<file path="config.mk">
export PLATFORM = sky130hd
export DESIGN_NAME = regfile_uart_dump
export DESIGN_NICKNAME = d
export VERILOG_FILES = /design/src/rtl/regfile_uart_dump_pkg.sv /design/src/rtl/regfile_uart_dump_uart_tx_byte.sv /design/src/rtl/regfile_uart_dump.sv
export SDC_FILE = /design/constraint.sdc
export NUM_CORES = 1
export LEC_CHECK = 0
export CORE_MARGIN = 8
export CORE_UTILIZATION = 55
export DETAILED_ROUTE_END_ITERATION = 12
export HOLD_SLACK_MARGIN = 0.03
export PLACE_DENSITY = 0.8
export SYNTH_ARGS = -nofsm -noshare
export SYNTH_HDL_FRONTEND = slang
export SYNTH_SLANG_ARGS = --single-unit
</file>
<file path="constraint.sdc">
create_clock -name clk_o -period 2.6 [get_ports clk_o]
set_clock_uncertainty 0.15 [all_clocks]
set_input_delay 0.78 -clock clk_o [delete_from_list [all_inputs] [get_ports clk_o]]
set_output_delay 0.78 -clock clk_o [all_outputs]
set_load 0.02 [all_outputs]
</file>
<file path="src/rtl/regfile_uart_dump_pkg.sv">
// -----------------------------------------------------------------------------
// regfile_uart_dump_pkg
// Shared definitions for the register-file UART dump block:
//   - FSM state encodings (plain 3-bit constants, shared by top and byte TX)
//   - UART framing constants and word geometry
//   - word_byte(): little-endian byte select from a 32-bit word
// -----------------------------------------------------------------------------
package regfile_uart_dump_pkg;

  localparam int UART_DATA_BITS  = 8;
  localparam int UART_FRAME_BITS = 10;  // start + 8 data + stop
  localparam int BYTES_PER_WORD  = 4;

  typedef logic [2:0] state_t;

  localparam state_t ST_IDLE  = 3'd0;
  localparam state_t ST_FETCH = 3'd1;
  localparam state_t ST_START = 3'd2;
  localparam state_t ST_DATA  = 3'd3;
  localparam state_t ST_STOP  = 3'd4;
  localparam state_t ST_DONE  = 3'd5;

  // Byte idx of word, idx 0 = bits [7:0] (first on the wire).
  function automatic logic [7:0] word_byte(input logic [31:0] word,
                                           input logic [1:0]  idx);
    return word[{idx, 3'b000} +: 8];
  endfunction

endpackage

</file>
<file path="src/rtl/regfile_uart_dump_uart_tx_byte.sv">
// -----------------------------------------------------------------------------
// uart_tx_byte
// 8N1 UART transmitter for one byte at a time, with back-to-back chaining.
// Ports:
//   clk    in   system clock, rising edge
//   rst    in   synchronous active-high reset
//   start  in   request to send data; accepted while ready is high
//   data   in   byte to send, captured on acceptance
//   tx     out  registered serial line, idle high
//   busy   out  a frame is in progress (FSM not idle)
//   ready  out  a new byte can be accepted this cycle: idle, or the final
//               cycle of a stop bit (allows gapless consecutive frames)
// -----------------------------------------------------------------------------
module uart_tx_byte
  import regfile_uart_dump_pkg::*;
#(
  parameter int CLKS_PER_BIT = 868
) (
  input  logic       clk,
  input  logic       rst,
  input  logic       start,
  input  logic [7:0] data,
  output logic       tx,
  output logic       busy,
  output logic       ready
);

  localparam int BAUD_W = (CLKS_PER_BIT > 1) ? $clog2(CLKS_PER_BIT) : 1;
  localparam logic [BAUD_W-1:0] BAUD_LAST = BAUD_W'(CLKS_PER_BIT - 1);
  localparam logic [2:0]        BIT_LAST  = 3'(UART_DATA_BITS - 1);

  state_t            state_q, state_d;
  logic [BAUD_W-1:0] baud_q,  baud_d;
  logic [2:0]        bit_q,   bit_d;
  logic [7:0]        shift_q, shift_d;
  logic              tx_q,    tx_d;
  logic              bit_tick;

  assign bit_tick = (baud_q == BAUD_LAST);

  always_comb begin
    // NOTE: every next-state signal gets a default first so no path through
    // the case statement can leave it unassigned and infer a latch.
    state_d = state_q;
    baud_d  = baud_q;
    bit_d   = bit_q;
    shift_d = shift_q;

    // Baud counter free-runs while a frame is active and wraps every bit.
    if (state_q != ST_IDLE) begin
      baud_d = bit_tick ? '0 : baud_q + 1'b1;
    end

    case (state_q)
      ST_IDLE: begin
        if (start) begin
          state_d = ST_START;
          shift_d = data;
          baud_d  = '0;
        end
      end
      ST_START: begin
        if (bit_tick) begin
          state_d = ST_DATA;
          bit_d   = '0;
        end
      end
      ST_DATA: begin
        if (bit_tick) begin
          if (bit_q == BIT_LAST) state_d = ST_STOP;
          else                   bit_d   = bit_q + 3'd1;
        end
      end
      ST_STOP: begin
        if (bit_tick) begin
          if (start) begin
            state_d = ST_START;
            shift_d = data;
          end else begin
            state_d = ST_IDLE;
          end
        end
      end
      default: state_d = ST_IDLE;
    endcase
  end

  // The line level is registered from the current state, so the wire lags
  // the FSM by one cycle; every bit still lasts exactly CLKS_PER_BIT cycles.
  always_comb begin
    case (state_q)
      ST_START: tx_d = 1'b0;
      ST_DATA:  tx_d = shift_q[bit_q];
      default:  tx_d = 1'b1;
    endcase
  end

  // NOTE: state registers use non-blocking assignments so every flop samples
  // the pre-edge values, independent of block evaluation order.
  always_ff @(posedge clk) begin
    if (rst) begin
      state_q <= ST_IDLE;
      baud_q  <= '0;
      bit_q   <= '0;
      shift_q <= '0;
      tx_q    <= 1'b1;
    end else begin
      state_q <= state_d;
      baud_q  <= baud_d;
      bit_q   <= bit_d;
      shift_q <= shift_d;
      tx_q    <= tx_d;
    end
  end

  assign tx    = tx_q;
  assign busy  = (state_q != ST_IDLE);
  assign ready = (state_q == ST_IDLE) || ((state_q == ST_STOP) && bit_tick);

endmodule

</file>
<file path="src/rtl/regfile_uart_dump.sv">
// -----------------------------------------------------------------------------
// regfile_uart_dump
// Debug reader: on dump_start, reads registers 0..NUM_REGS-1 through one
// register-file read port and sends each 32-bit word little-endian over
// UART 8N1 (four back-to-back frames per word, one idle cycle between words).
// Ports:
//   clk_o       in   system clock, rising edge
//   rst         in   synchronous active-high reset; abandons a dump silently
//   dump_start  in   single-cycle dump request, honoured only when idle
//   rd_addr     out  register-file read address (current register index)
//   rd_data     in   combinational read data for rd_addr
//   tx          out  UART serial line, registered, idle high
//   busy        out  high from dump acceptance until done
//   done        out  one-cycle pulse as the final stop bit ends
// -----------------------------------------------------------------------------
module regfile_uart_dump
  import regfile_uart_dump_pkg::*;
#(
  parameter int CLKS_PER_BIT = 868,
  parameter int NUM_REGS     = 32,
  parameter int ADDR_W       = 5
) (
  input  logic              clk_o,
  input  logic              rst,
  input  logic              dump_start,
  output logic [ADDR_W-1:0] rd_addr,
  input  logic [31:0]       rd_data,
  output logic              tx,
  output logic              busy,
  output logic              done
);

  localparam logic [ADDR_W-1:0] REG_LAST  = ADDR_W'(NUM_REGS - 1);
  localparam logic [1:0]        BYTE_LAST = 2'(BYTES_PER_WORD - 1);

  // The top only sequences words and bytes; the START/STOP phases live in
  // uart_tx_byte, and the top spends a whole word's four frames in ST_DATA.
  state_t             state_q,    state_d;
  logic [ADDR_W-1:0]  reg_idx_q,  reg_idx_d;
  logic [1:0]         byte_idx_q, byte_idx_d;
  logic [31:0]        word_q,     word_d;
  logic               busy_q,     busy_d;
  logic               done_q,     done_d;

  logic               ub_start;
  logic [7:0]         ub_data;
  logic               ub_busy;
  logic               ub_ready;
  logic               frame_end;

  // Final cycle of a stop bit: the only point where the next byte may chain.
  assign frame_end = ub_busy && ub_ready;

  always_comb begin
    state_d    = state_q;
    reg_idx_d  = reg_idx_q;
    byte_idx_d = byte_idx_q;
    word_d     = word_q;
    ub_start   = 1'b0;
    ub_data    = word_byte(word_q, byte_idx_q + 2'd1);

    case (state_q)
      ST_IDLE: begin
        if (dump_start) begin
          state_d   = ST_FETCH;
          reg_idx_d = '0;
        end
      end
      // Capture the word and launch byte 0 straight from the read port, so
      // the word costs one fetch cycle plus exactly four frames.
      ST_FETCH: begin
        word_d     = rd_data;
        byte_idx_d = '0;
        ub_start   = 1'b1;
        ub_data    = rd_data[7:0];
        state_d    = ST_DATA;
      end
      ST_DATA: begin
        if (frame_end) begin
          if (byte_idx_q != BYTE_LAST) begin
            byte_idx_d = byte_idx_q + 2'd1;
            ub_start   = 1'b1;
          end else if (reg_idx_q != REG_LAST) begin
            reg_idx_d = reg_idx_q + 1'b1;
            state_d   = ST_FETCH;
          end else begin
            state_d = ST_DONE;
          end
        end
      end
      ST_DONE: begin
        state_d   = ST_IDLE;
        reg_idx_d = '0;
      end
      default: begin
        state_d   = ST_IDLE;
        reg_idx_d = '0;
      end
    endcase

    // Registered from the DONE state so done and the busy drop land on the
    // same edge as the end of the last stop bit on the (lagging) tx line.
    busy_d = (state_d != ST_IDLE);
    done_d = (state_q == ST_DONE);
  end

  // NOTE: word_q is an ordinary data register with no consumer until FETCH
  // loads it, but it is cleared with the rest for deterministic reset state.
  always_ff @(posedge clk_o) begin
    if (rst) begin
      state_q    <= ST_IDLE;
      reg_idx_q  <= '0;
      byte_idx_q <= '0;
      word_q     <= '0;
      busy_q     <= 1'b0;
      done_q     <= 1'b0;
    end else begin
      state_q    <= state_d;
      reg_idx_q  <= reg_idx_d;
      byte_idx_q <= byte_idx_d;
      word_q     <= word_d;
      busy_q     <= busy_d;
      done_q     <= done_d;
    end
  end

  uart_tx_byte #(
    .CLKS_PER_BIT(CLKS_PER_BIT)
  ) u_tx (
    .clk  (clk_o),
    .rst  (rst),
    .start(ub_start),
    .data (ub_data),
    .tx   (tx),
    .busy (ub_busy),
    .ready(ub_ready)
  );

  assign rd_addr = reg_idx_q;
  assign busy    = busy_q;
  assign done    = done_q;

endmodule

</file>
### After elaboration in Yosys (flattened, before gate mapping)

Index checks and enable logic that the tools add are counted.
W data, S select, Z words.

* reduce and logical (&&, ||, !) cells: 15
* bitwise logic cells: 1
* eq/ne operators: 21
* shift-type cells: 1
* mux-type cells: 38
* order comparisons: 1
* add/sub/neg operators: 4

Operators with widths (count)
* $mux W10: 4
* $mux W3: 12
* $shiftx A32 B6 Y8: 1
* $mux W8: 3
* $mux W5: 4
* $pmux W8 S2: 1
* $pmux W5 S3: 1
* $ne A2 B2 Y1 const B: 7
* $pmux W3 S4: 1
* $add A10 B1 Y10 const B: 1
* $eq A10 B10 Y1 const B: 1
* $ne A2 B1 Y1 const B: 5
* $reduce_and A5 Y1: 2
* $eq A3 B2 Y1 const B: 3
* $eq A3 B3 Y1 const B: 3
* $pmux W3 S3: 1
* $logic_not A3 Y1: 2
* $mux W2: 3
* $pmux W3 S2: 1
* $reduce_bool A2 Y1: 3
* $reduce_bool A3 Y1: 2
* $add A5 B1 Y5 const B: 1
* $ne A5 B5 Y1 const B: 1
* $lt A3 B4 Y1 const B: 1
* 13 further kinds: 17

* logic and storage cells: 92
* input port bits: 35
* flip-flop bits (word level): 69

### Longest topological paths before layout

Gate-level depths: netlist (run 1).

* depth after elaboration: 9
* mapped depth: 7

### By module

Synthesis (run 1) repeated with hierarchy kept, for this count alone.

* cell total of the unflattened synthesis: 381
* area total of the unflattened synthesis: 3388.2 sq um

Modules (own cells, without submodules)
* regfile_uart_dump: times used 1, area each 2013.2 sq um, cells an instance 231
* uart_tx_byte: times used 1, area each 1375.1 sq um, cells an instance 150

### Least setup slack after synthesis (run 1)

Ideal clock, no wire load.

* path kind: in2reg
* start: input rst
* end: register u_tx.baud_q[0]
* arrival time: 1689 ps
* stages: 4
* required time: 2322 ps
* path slack: 634 ps
* buffers on the path: 3
* cells stage by stage: clkbuf_1 -> buf_1 -> clkbuf_1 -> nor2_1

RTL lines
* start: declaration: line regfile_uart_dump.sv:24 `input logic rst,`
* end signal: assignment: line regfile_uart_dump_uart_tx_byte.sv:109 `baud_q <= baud_d;`
* end: declaration: line regfile_uart_dump_uart_tx_byte.sv:33 `logic [BAUD_W-1:0] baud_q, baud_d;`

No word-level cell between the ends.

### Worst setup path after layout (run 1)

* start: register reg_idx_q[0], in the netlist rd_addr[0]
* end: output rd_addr[0]

RTL lines
* start: declaration: line regfile_uart_dump.sv:39 `logic [ADDR_W-1:0] reg_idx_q, reg_idx_d;`
* start signal: assignment: line regfile_uart_dump.sv:119 `reg_idx_q <= reg_idx_d;`
* end: declaration: line regfile_uart_dump.sv:26 `output logic [ADDR_W-1:0] rd_addr,`

No word-level cell between the ends.

==> results of run 1 <==
==> per-layer routing <==
metal	GRT usage (%)	share of wire (%)
met1	22.65	44
met2	30.00	48
met3	4.531	5.2
met4	9.664	2.2
met5	0	0
==> worst register-to-register path: stages, from the launching register on <==
cell and delay [ps]:
sky130_fd_sc_hd__dfxtp_1 380, sky130_fd_sc_hd__ha_1 250, sky130_fd_sc_hd__nand4b_1 230, sky130_fd_sc_hd__o31ai_2 240, sky130_fd_sc_hd__buf_4 190, sky130_fd_sc_hd__and2_1 320
sky130_fd_sc_hd__a311oi_1 150
==> stage by stage <==
stage	area [µm²]	worst slack (ps)	util [%]	hold slack [ps]
after floorplan	3254	633.9	-	283.1
after global placement	3740	167.7	64.31	289.8
after detailed placement	3740	96.73	64.31	296.7
after CTS	3915	289.8	67.32	307.5
after global routing	3915	253.3	67.32	323.0
final	3915	312.3	67.32	305.4
==> cells in the final DEF (no fill, tap or decap), types with 7 or more instances in the layout <==
cell type	count
sky130_fd_sc_hd__nand3_1	9
sky130_fd_sc_hd__buf_4	8
sky130_fd_sc_hd__a21oi_1	49
sky130_fd_sc_hd__mux2i_1	7
sky130_fd_sc_hd__o21ai_0	8
sky130_fd_sc_hd__clkbuf_8	9
sky130_fd_sc_hd__nor3_1	8
sky130_fd_sc_hd__inv_1	7
sky130_fd_sc_hd__nand2_1	90
sky130_fd_sc_hd__nand2b_1	7
sky130_fd_sc_hd__dfxtp_1	69
sky130_fd_sc_hd__a31oi_1	9
sky130_fd_sc_hd__mux4_2	10
sky130_fd_sc_hd__nor2_1	13
sky130_fd_sc_hd__clkdlybuf4s50_1	41
sky130_fd_sc_hd__a311oi_1	8
==> cells by family after synthesis <==
group | Yosys count | share of synthesized area (%)
simple gates | 156 | 22.88
compound gates | 94 | 18.84
flops | 69 | 42.45
buf+inv | 29 | 4.190
mux | 17 | 9.074
fa+ha+maj | 6 | 2.307
xor+xnor | 1 | 0.2692
==> final timing paths <==
kind,cells after the start,to,start
hold reg to reg,2,word_q[21],word_q[21]
setup reg to reg,6,u_tx.shift_q[3],u_tx.baud_q[0]
hold / removal,2,word_q[21],word_q[21]
setup / recovery,1,rd_addr[0],rd_addr[0]
==> flip-flops by register name, summed over array words and instances, names as in the netlist <==
signal,flops
u_tx.bit_q,3
u_tx.tx,1
busy,1
state_q,3
byte_idx_q,2
rd_addr,5
u_tx.state_q,3
u_tx.baud_q,10
u_tx.shift_q,8
done,1
word_q,32
==> final cells by class <==
type / instances / area [µm²]
fillers: 493 / 1901
multi-input cells: 274 / 1743
clock inverters: 7 / 51.30
inverters: 7 / 26.28
repair buffers: 51 / 495.5
well taps: 75 / 93.84
flip-flops and latches: 69 / 1381
clock buffers: 9 / 123.9
==> power by group through the flow <==
stage          registers, µW  logic (µW)  clock network, µW
2_1_floorplan           1170         192                  0
3_3_place_gp            1170         290                  0
3_5_place_dp            1180         298                  0
4_1_cts                 1150         300                790
5_1_grt                 1160         333                836
6_report                1150         300                770
==> results.tsv, run 1 <==
metric	value	unit
cts_max_path_buffers	2	
ios	43	
hold_path_class	reg2reg	
finalNetCount	453	
finalSetupViolCount	0	
syn_avg_cell_area	8.748	µm²
worst_setup_hold_path_clk_slew	80	ps
routed-via-count	2880	
peak_freq	437.1	MHz
post_route_cells_drive_above_1_share	11.99	%
post-cts-setup-buffer-count	0	
p_total	2223	µW
cts-buffers-inserted	9	
synth_enable_flop_cells	0	
synthCells	372	
detailedRoute.firstPassIterationCount	5	
inst_count_dp	476	
antenna_found_initial	0	
synth.ff_latch_count	69	
tns	0	ps
cp_slowest_cell	sky130_fd_sc_hd__clkdlybuf4s50_1	
timing.critical_path.cells	clkdlybuf4s50_1	
yosys_warnings	0	
reg2reg_setup_slack	560	ps
detail-route-antenna-nets	0	
first_global_vias	2846	
internal-power	1603	µW
cp.arrival	1360	ps
postCtsHoldBufs	0	
cts.sink_count	69	
synth_area_leader_cell	sky130_fd_sc_hd__dfxtp_1	
slew_violations	0	
synth_cell_type_count	49	
report.final.hold_viol_count	0	
power.leakage	0.001343	µW
dominantRegCellSynth	sky130_fd_sc_hd__dfxtp_1	
placeableCoreArea	5816	µm²
cp_max_fo	5	
drt_drc_violations_left	0	
seq_power_share	51.8	%
worst_slew_margin_rel	57.80	%
diodes	0	
netSwitchingPower	620.0	µW
cp_top_family	buffers and inverters	
final-instance-count-excl-fill	492	
grt_setup_unrepaired	no	
max-cap-violations	0	
netlist_top_cells_area	sky130_fd_sc_hd__dfxtp_1, sky130_fd_sc_hd__nand2_1, sky130_fd_sc_hd__a21oi_1	
overall_overflow_remaining_after_global_route	0	
critical_path.n_buffers_inverters	1	
synth_seq_area_share	42.45	%
route.final.wire_length	7623	µm
final_period_minus_worst_setup_slack	2288	ps
startpoint_types	flop	
p_comb_share	13.5	%
clk-insertion-delay-late	340	ps
io_buffer_count	42	
yosysTopAreaCellShare	42.45	%
status	completed	
routed_wire_length_per_instance	15.49	µm
post-route-period-util	87.99	%
clk_root_buffer_cell	sky130_fd_sc_hd__clkbuf_8	
yosys.cell_count.top_type	sky130_fd_sc_hd__nand2_1	
worst-slew-pin-transition	628.2	ps
synthToLayoutAreaGrowth	20.30	%
first_pass_grt_wire_length	13140	µm
die_footprint	8634	µm²
synthesis.area	3254	µm²
netSwitchingFraction	27.89	%
tritoncts_clock_tree	built	
timing.setup.critical_path_class	reg2out	
die_y	92.92	µm
drt_first_iter_violations	263	
critPathMaxStageDelay	630	ps
share_of_flip_flops_with_an_asynchronous_set_or_reset_after_synthesis	0	%
finalWeightedCongestion	0.8150	
power.ir.vdd_worst	0.3059	mV
critPathRequiredTime	1670	ps
post_cts_resize_count	0	
endpoint_kind	primary output	
groute.usage.overall	18.67	%
share_clk_of_total_power	34.7	%
num_rows	28	
power.density_cell_area	567.8	nW/µm²
floorplan.initialDensity	55.96	%
cts_htree_levels	3	
die_width	92.92	µm
pin_count_of_the_biggest_net_entering_global_routing	41	
viasPerCell	5.854	
yosys-top-cells-count	sky130_fd_sc_hd__nand2_1, sky130_fd_sc_hd__dfxtp_1, sky130_fd_sc_hd__a21oi_1	
post-dp-hpwl	5521	µm
postSynthNetCount	413	
(Power assumes the default switching activity.)
==> run 2, diff against run 1 <==
ABC_AREA = 0   (was unset)
DONT_BUFFER_PORTS = 1   (was unset)
PLACE_DENSITY = 0.7   (was 0.8)
TNS_END_PERCENT = 10   (was unset)
==> run 2 against run 1 <==
Net effect: sequential power about the same; register-to-register slack worse by 90 ps; via count decreased by 7.2%; critical endpoint is now rd_addr[1]; total power fell by 3.5%; final cell count fell by 9.3%; utilization shrank 7.5 points; flip-flop and latch count unchanged.
==> results.tsv, run 2 (same netlist as run 1, synthesis figures left out) <==
metric	value	unit
top_register	word_q	
tns	0	ps
critPathRequiredTime	2720	ps
final_cell_mix	sky130_fd_sc_hd__nand2_1, sky130_fd_sc_hd__dfxtp_1, sky130_fd_sc_hd__a21oi_1, sky130_fd_sc_hd__nor2_1	
r2r.worst_path.cells	7	
place_area	3302	µm²
startpoint_types	flop	
final_period_minus_worst_setup_slack	2127	ps
die_footprint	8634	µm²
first_pass_grt_wire_length	11840	µm
viasPerCell	5.996	
finalWeightedCongestion	0.9010	
die_width	92.92	µm
holdWs	298.7	ps
io_buffer_count	0	
max-cap-violations	0	
post-route-period-util	81.79	%
timing.setup.critical_path_class	reg2reg	
netSwitchingPower	573.2	µW
cts_htree_levels	3	
post-cts-setup-buffer-count	0	
drt_first_iter_violations	234	
grt_setup_unrepaired	no	
placeableCoreArea	5816	µm²
power.ir.vdd_worst	0.3588	mV
finalNetCount	408	
overall_overflow_remaining_after_global_route	0	
first_global_vias	2435	
p_comb_share	10.2	%
cp_max_fo	5	
routed_wire_length_per_instance	15.80	µm
drt_drc_violations_left	0	
cts-buffers-inserted	9	
cts_max_path_buffers	2	
die_y	92.92	µm
synthToLayoutAreaGrowth	6.843	%
cts.sink_count	69	
num-fill-cells	555	
finalSetupViolCount	0	
internal-power	1573	µW
post_route_cells_drive_above_1_share	12.13	%
tritoncts_clock_tree	built	
power.leakage	0.001163	µW
largest_register_ff_count	32	
netSwitchingFraction	26.71	%
postCtsHoldBufs	0	
clk_root_buffer_cell	sky130_fd_sc_hd__clkbuf_8	
worst_setup_hold_path_clk_slew	70	ps
antenna_found_initial	0	
share_clk_of_total_power	35.8	%
final-instance-count-excl-fill	446	
peak_freq	470.2	MHz
inst_count_dp	431	
post_cts_resize_count	0	
hold_path_class	reg2reg	
layout.cells.most_common	sky130_fd_sc_hd__nand2_1	
ios	43	
floorplan.initialDensity	55.96	%
post-dp-hpwl	4830	µm
reg_top3	word_q (32), u_tx.baud_q (10), u_tx.shift_q (8)	
power.density_cell_area	617.2	nW/µm²
diodes	0	
groute.usage.overall	16.94	%
slew_violations	0	
worst-slew-pin-transition	611.6	ps
status	completed	
route.final.wire_length	7045	µm
routed-via-count	2674	
holdPathStages	2	
cp.arrival	2250	ps
endpoint_kind	flop	
stdcell_area	3477	µm²
seq_power_share	54.0	%
pin_count_of_the_biggest_net_entering_global_routing	64	
detail-route-antenna-nets	0	
clk-insertion-delay-late	340	ps
report.final.hold_viol_count	0	
num_rows	28	
detailedRoute.firstPassIterationCount	4	
worst_slew_margin_rel	58.91	%
==> run 2: cell count changes in the layout (fill, tap and decap cells not counted) <==
cell and delta:
sky130_fd_sc_hd__inv_8 -1, sky130_fd_sc_hd__clkdlybuf4s50_1 -41, sky130_fd_sc_hd__clkbuf_8 +1, sky130_fd_sc_hd__clkinv_2 -2, sky130_fd_sc_hd__buf_2 -1, sky130_fd_sc_hd__buf_4 -3, sky130_fd_sc_hd__clkinvlp_4 +1
==> run 2: final timing paths <==
check | start | endpoint | slack [ps]
setup reg to reg | rd_addr[0] | rd_addr[1] | 470
hold / removal | word_q[6] | word_q[6] | 300
hold reg to reg | word_q[6] | word_q[6] | 300
setup / recovery | rd_addr[0] | rd_addr[1] | 470
==> run 2: final cells by class <==
type / count / area [µm²] / share of cell area [%]
Clock buffer: 10 / 137.6 / 3.958
Clock inverter: 5 / 37.54 / 1.080
Inverter: 7 / 26.28 / 0.7557
Multi-Input combinational cell: 274 / 1743 / 50.13
Sequential cell: 69 / 1381 / 39.73
Tap cell: 75 / 93.84 / 2.699
Timing Repair Buffer: 6 / 57.56 / 1.655
==> run 2: metal layers <==
metal | GRT usage [%] | vias to the layer above | share of wire [%]
met5 | 0 | - | 0
met4 | 5.235 | 0 | 1.1
met3 | 5.987 | 7 | 6.5
met2 | 23.91 | 65 | 45
met1 | 23.48 | 1275 | 47
li1 | - | 1327 | -
==> run 2: stage by stage <==
| step | worst slack (ps) | power [µW] | utilization, % |
|---|---|---|---|
| 2_1_floorplan | 633.9 | 1359 | - |
| 3_3_place_gp | 588.3 | 1393 | 56.78 |
| 3_5_place_dp | 495.6 | 1400 | 56.78 |
| 4_1_cts | 445.6 | 2164 | 59.79 |
| 5_1_grt | 290.1 | 2257 | 59.79 |
| 6_report | 473.4 | 2146 | 59.79 |
==> run 2: power by group through the flow <==
stage | logic (µW) | registers, µW | clock network [µW]
final | 220 | 1160 | 768
after global routing | 249 | 1160 | 845
after CTS | 221 | 1160 | 786
after detailed placement | 219 | 1180 | 0
after global placement | 213 | 1180 | 0
after floorplan | 192 | 1170 | 0
==> run 2: critical path: stages, from the launching register on <==
cell                       delay [ps]
sky130_fd_sc_hd__dfxtp_1          510
sky130_fd_sc_hd__ha_1             210
sky130_fd_sc_hd__and3_1           160
sky130_fd_sc_hd__ha_1             150
sky130_fd_sc_hd__inv_1             60
sky130_fd_sc_hd__a311oi_1         400
sky130_fd_sc_hd__a21o_1           220
sky130_fd_sc_hd__mux2i_1          210
==> run 3, diff against run 2 <==
clock period = 2.1 ns   (was 2.6 ns; I/O delays follow)
==> run 3 against run 2 <==
Net effect: sequential share of layout area fell by 1.5 points; sequential power increased by 23%; via count grew 2.9%; global-route usage grew 0.39 points; critical endpoint is now byte_idx_q[0]; utilization is 2.4 points higher; final cell count up 2.5%; maximum frequency up 8.0%; flip-flop and latch count stayed put.
==> results.tsv, run 3 (same netlist as run 1, synthesis figures left out) <==
metric	value	unit
final_cell_mix	sky130_fd_sc_hd__nand2_1, sky130_fd_sc_hd__dfxtp_1, sky130_fd_sc_hd__a21oi_1, sky130_fd_sc_hd__buf_4, sky130_fd_sc_hd__nor2_1	
die_y	92.92	µm
worst_setup_hold_path_clk_slew	80	ps
r2r.worst_path.cells	5	
grt_setup_unrepaired	no	
max-cap-violations	0	
power.leakage	0.001241	µW
diodes	0	
ios	43	
reg2reg_setup_slack	130	ps
status	completed	
post-route-period-util	93.79	%
endpoint_kind	flop	
final_period_minus_worst_setup_slack	1970	ps
finalSetupViolCount	0	
timing.hold.worst.start	rst	
floorplan.initialDensity	55.96	%
postCtsHoldBufs	0	
routed_wire_length_per_instance	15.61	µm
groute.usage.overall	17.33	%
top_register	word_q	
critPathMaxStageDelay	490	ps
cts-buffers-inserted	9	
cp.arrival	2090	ps
layout.area.seq	1381	µm²
report.final.hold_viol_count	0	
synthToLayoutAreaGrowth	11.11	%
die_width	92.92	µm
timing.critical_path.cells	ha_2 -> and4b_2 -> nand4_1 -> or4_1 -> a31oi_1	
peak_freq	507.7	MHz
worst_slew_margin_rel	67.29	%
clk_root_buffer_cell	sky130_fd_sc_hd__clkbuf_8	
tritoncts_clock_tree	built	
num_rows	28	
cp_max_fo	5	
power.ir.vdd_worst	0.4491	mV
cts_htree_levels	3	
io_buffer_count	0	
first_pass_grt_wire_length	12230	µm
slew_violations	0	
drt_drc_violations_left	0	
startpoint_types	flop	
critPathRequiredTime	2220	ps
cp_slowest_cell	sky130_fd_sc_hd__or4_1	
reg_top3	word_q (32), u_tx.baud_q (10), u_tx.shift_q (8)	
placeableCoreArea	5816	µm²
routed-via-count	2752	
area_of_the_multi_input_gates	1747	µm²
hold_path_class	in2reg	
holdPathStages	1	
detail-route-antenna-nets	0	
first_global_vias	2673	
finalNetCount	418	
finalWeightedCongestion	0.8834	
die_footprint	8634	µm²
post_route_cells_drive_above_1_share	15.18	%
pin_count_of_the_biggest_net_entering_global_routing	64	
num-fill-cells	526	
tns	0	ps
drt_first_iter_violations	99	
timing.setup.critical_path_class	reg2reg	
viasPerCell	6.022	
overall_overflow_remaining_after_global_route	0	
route.final.wire_length	7135	µm
largest_register_ff_count	32	
cts_max_path_buffers	2	
post-dp-hpwl	5030	µm
layout.cells.most_common	sky130_fd_sc_hd__nand2_1	
power.density_cell_area	808.8	nW/µm²
place_area	3390	µm²
clk-insertion-delay-late	340	ps
worst_hold_path_ep	u_tx.shift_q[5]	
cts.sink_count	69	
worst-slew-pin-transition	483.0	ps
r2r-end	byte_idx_q[0]	
worst_reg2reg_path_startpoint	u_tx.baud_q[0]	
stdcell_area	3616	µm²
detailedRoute.firstPassIterationCount	4	
antenna_found_initial	0	
==> run 3: cell count changes in the layout (fill, tap and decap cells not counted) <==
cell / delta
sky130_fd_sc_hd__ha_2: +1
sky130_fd_sc_hd__clkinvlp_4: -1
sky130_fd_sc_hd__buf_4: +9
sky130_fd_sc_hd__and4b_1: -1
sky130_fd_sc_hd__clkbuf_8: -1
sky130_fd_sc_hd__bufinv_16: +2
sky130_fd_sc_hd__and4b_2: +1
sky130_fd_sc_hd__buf_12: +1
sky130_fd_sc_hd__ha_1: -1
sky130_fd_sc_hd__inv_6: +1
==> run 3: worst max-delay path by stage <==
stage / start / to / slack, ps / cells past startpoint
global route: u_tx.baud_q[0] / byte_idx_q[0] / 3 / 5
detailed placement: u_tx.baud_q[0] / byte_idx_q[0] / 110 / 5
floorplan: byte_idx_q[0] / u_tx.shift_q[0] / 190 / 6
CTS: u_tx.baud_q[0] / byte_idx_q[0] / 90 / 5
global placement: u_tx.baud_q[0] / byte_idx_q[0] / 150 / 5
finish: u_tx.baud_q[0] / byte_idx_q[0] / 130 / 5
==> run 3: power breakdown <==
part	leakage (µW)	switching (µW)	total (µW)	internal, µW
Sequential	0.000563	54.5	1430	1380
Clock	0.000110	532	1210	675
Combinational	0.000568	162	289	127
Total	0.00124	748	2920	2180
==> run 3: stage by stage <==
stage / instances / util, % / hold slack, ps / power, µW / setup slack, ps
5_1_grt: 457 / 62.18 / 179.0 / 3053 / 2.524
6_report: 457 / 62.18 / 209.1 / 2925 / 130.3
3_5_place_dp: 441 / 58.28 / 287.8 / 1747 / 106.2
3_3_place_gp: 441 / 58.28 / 282.1 / 1735 / 149.2
4_1_cts: 457 / 62.11 / 197.9 / 2935 / 87.94
2_1_floorplan: 372 / - / 283.1 / 1683 / 191.9
==> run 3: repair_timing <==
action,CTS,global route
hold endpoints to repair,0,0
resized for setup,0,2
endpoints found under the setup margin,0,1
buffers inserted,0,0
==> run 3: final cells by class <==
class / instances / area share [%]
clock buffer: 9 / 3.426
clock inverter: 7 / 2.734
multi-input combinational: 274 / 48.30
sequential: 69 / 38.20
inverter: 7 / 0.7266
timing repair buffer: 16 / 4.014
tap: 75 / 2.595
==> run 3: layer usage <==
layer | vias to the layer above | wire, µm | track usage, %
li1 | 1350 | - | -
met1 | 1328 | 3328 | 21.89
met2 | 64 | 3372 | 27.10
met3 | 10 | 332 | 4.693
met4 | 0 | 102 | 7.517
met5 | - | 0 | 0
==> run 3: worst max-delay path: cells and delay by family, from the launching register on <==
family / cells / cell delay [ps]
and+or+nand+nor: 3 / 970
DFF: 1 / 390
AOI/OAI and AO/OA: 1 / 160
adders and majority gates: 1 / 230
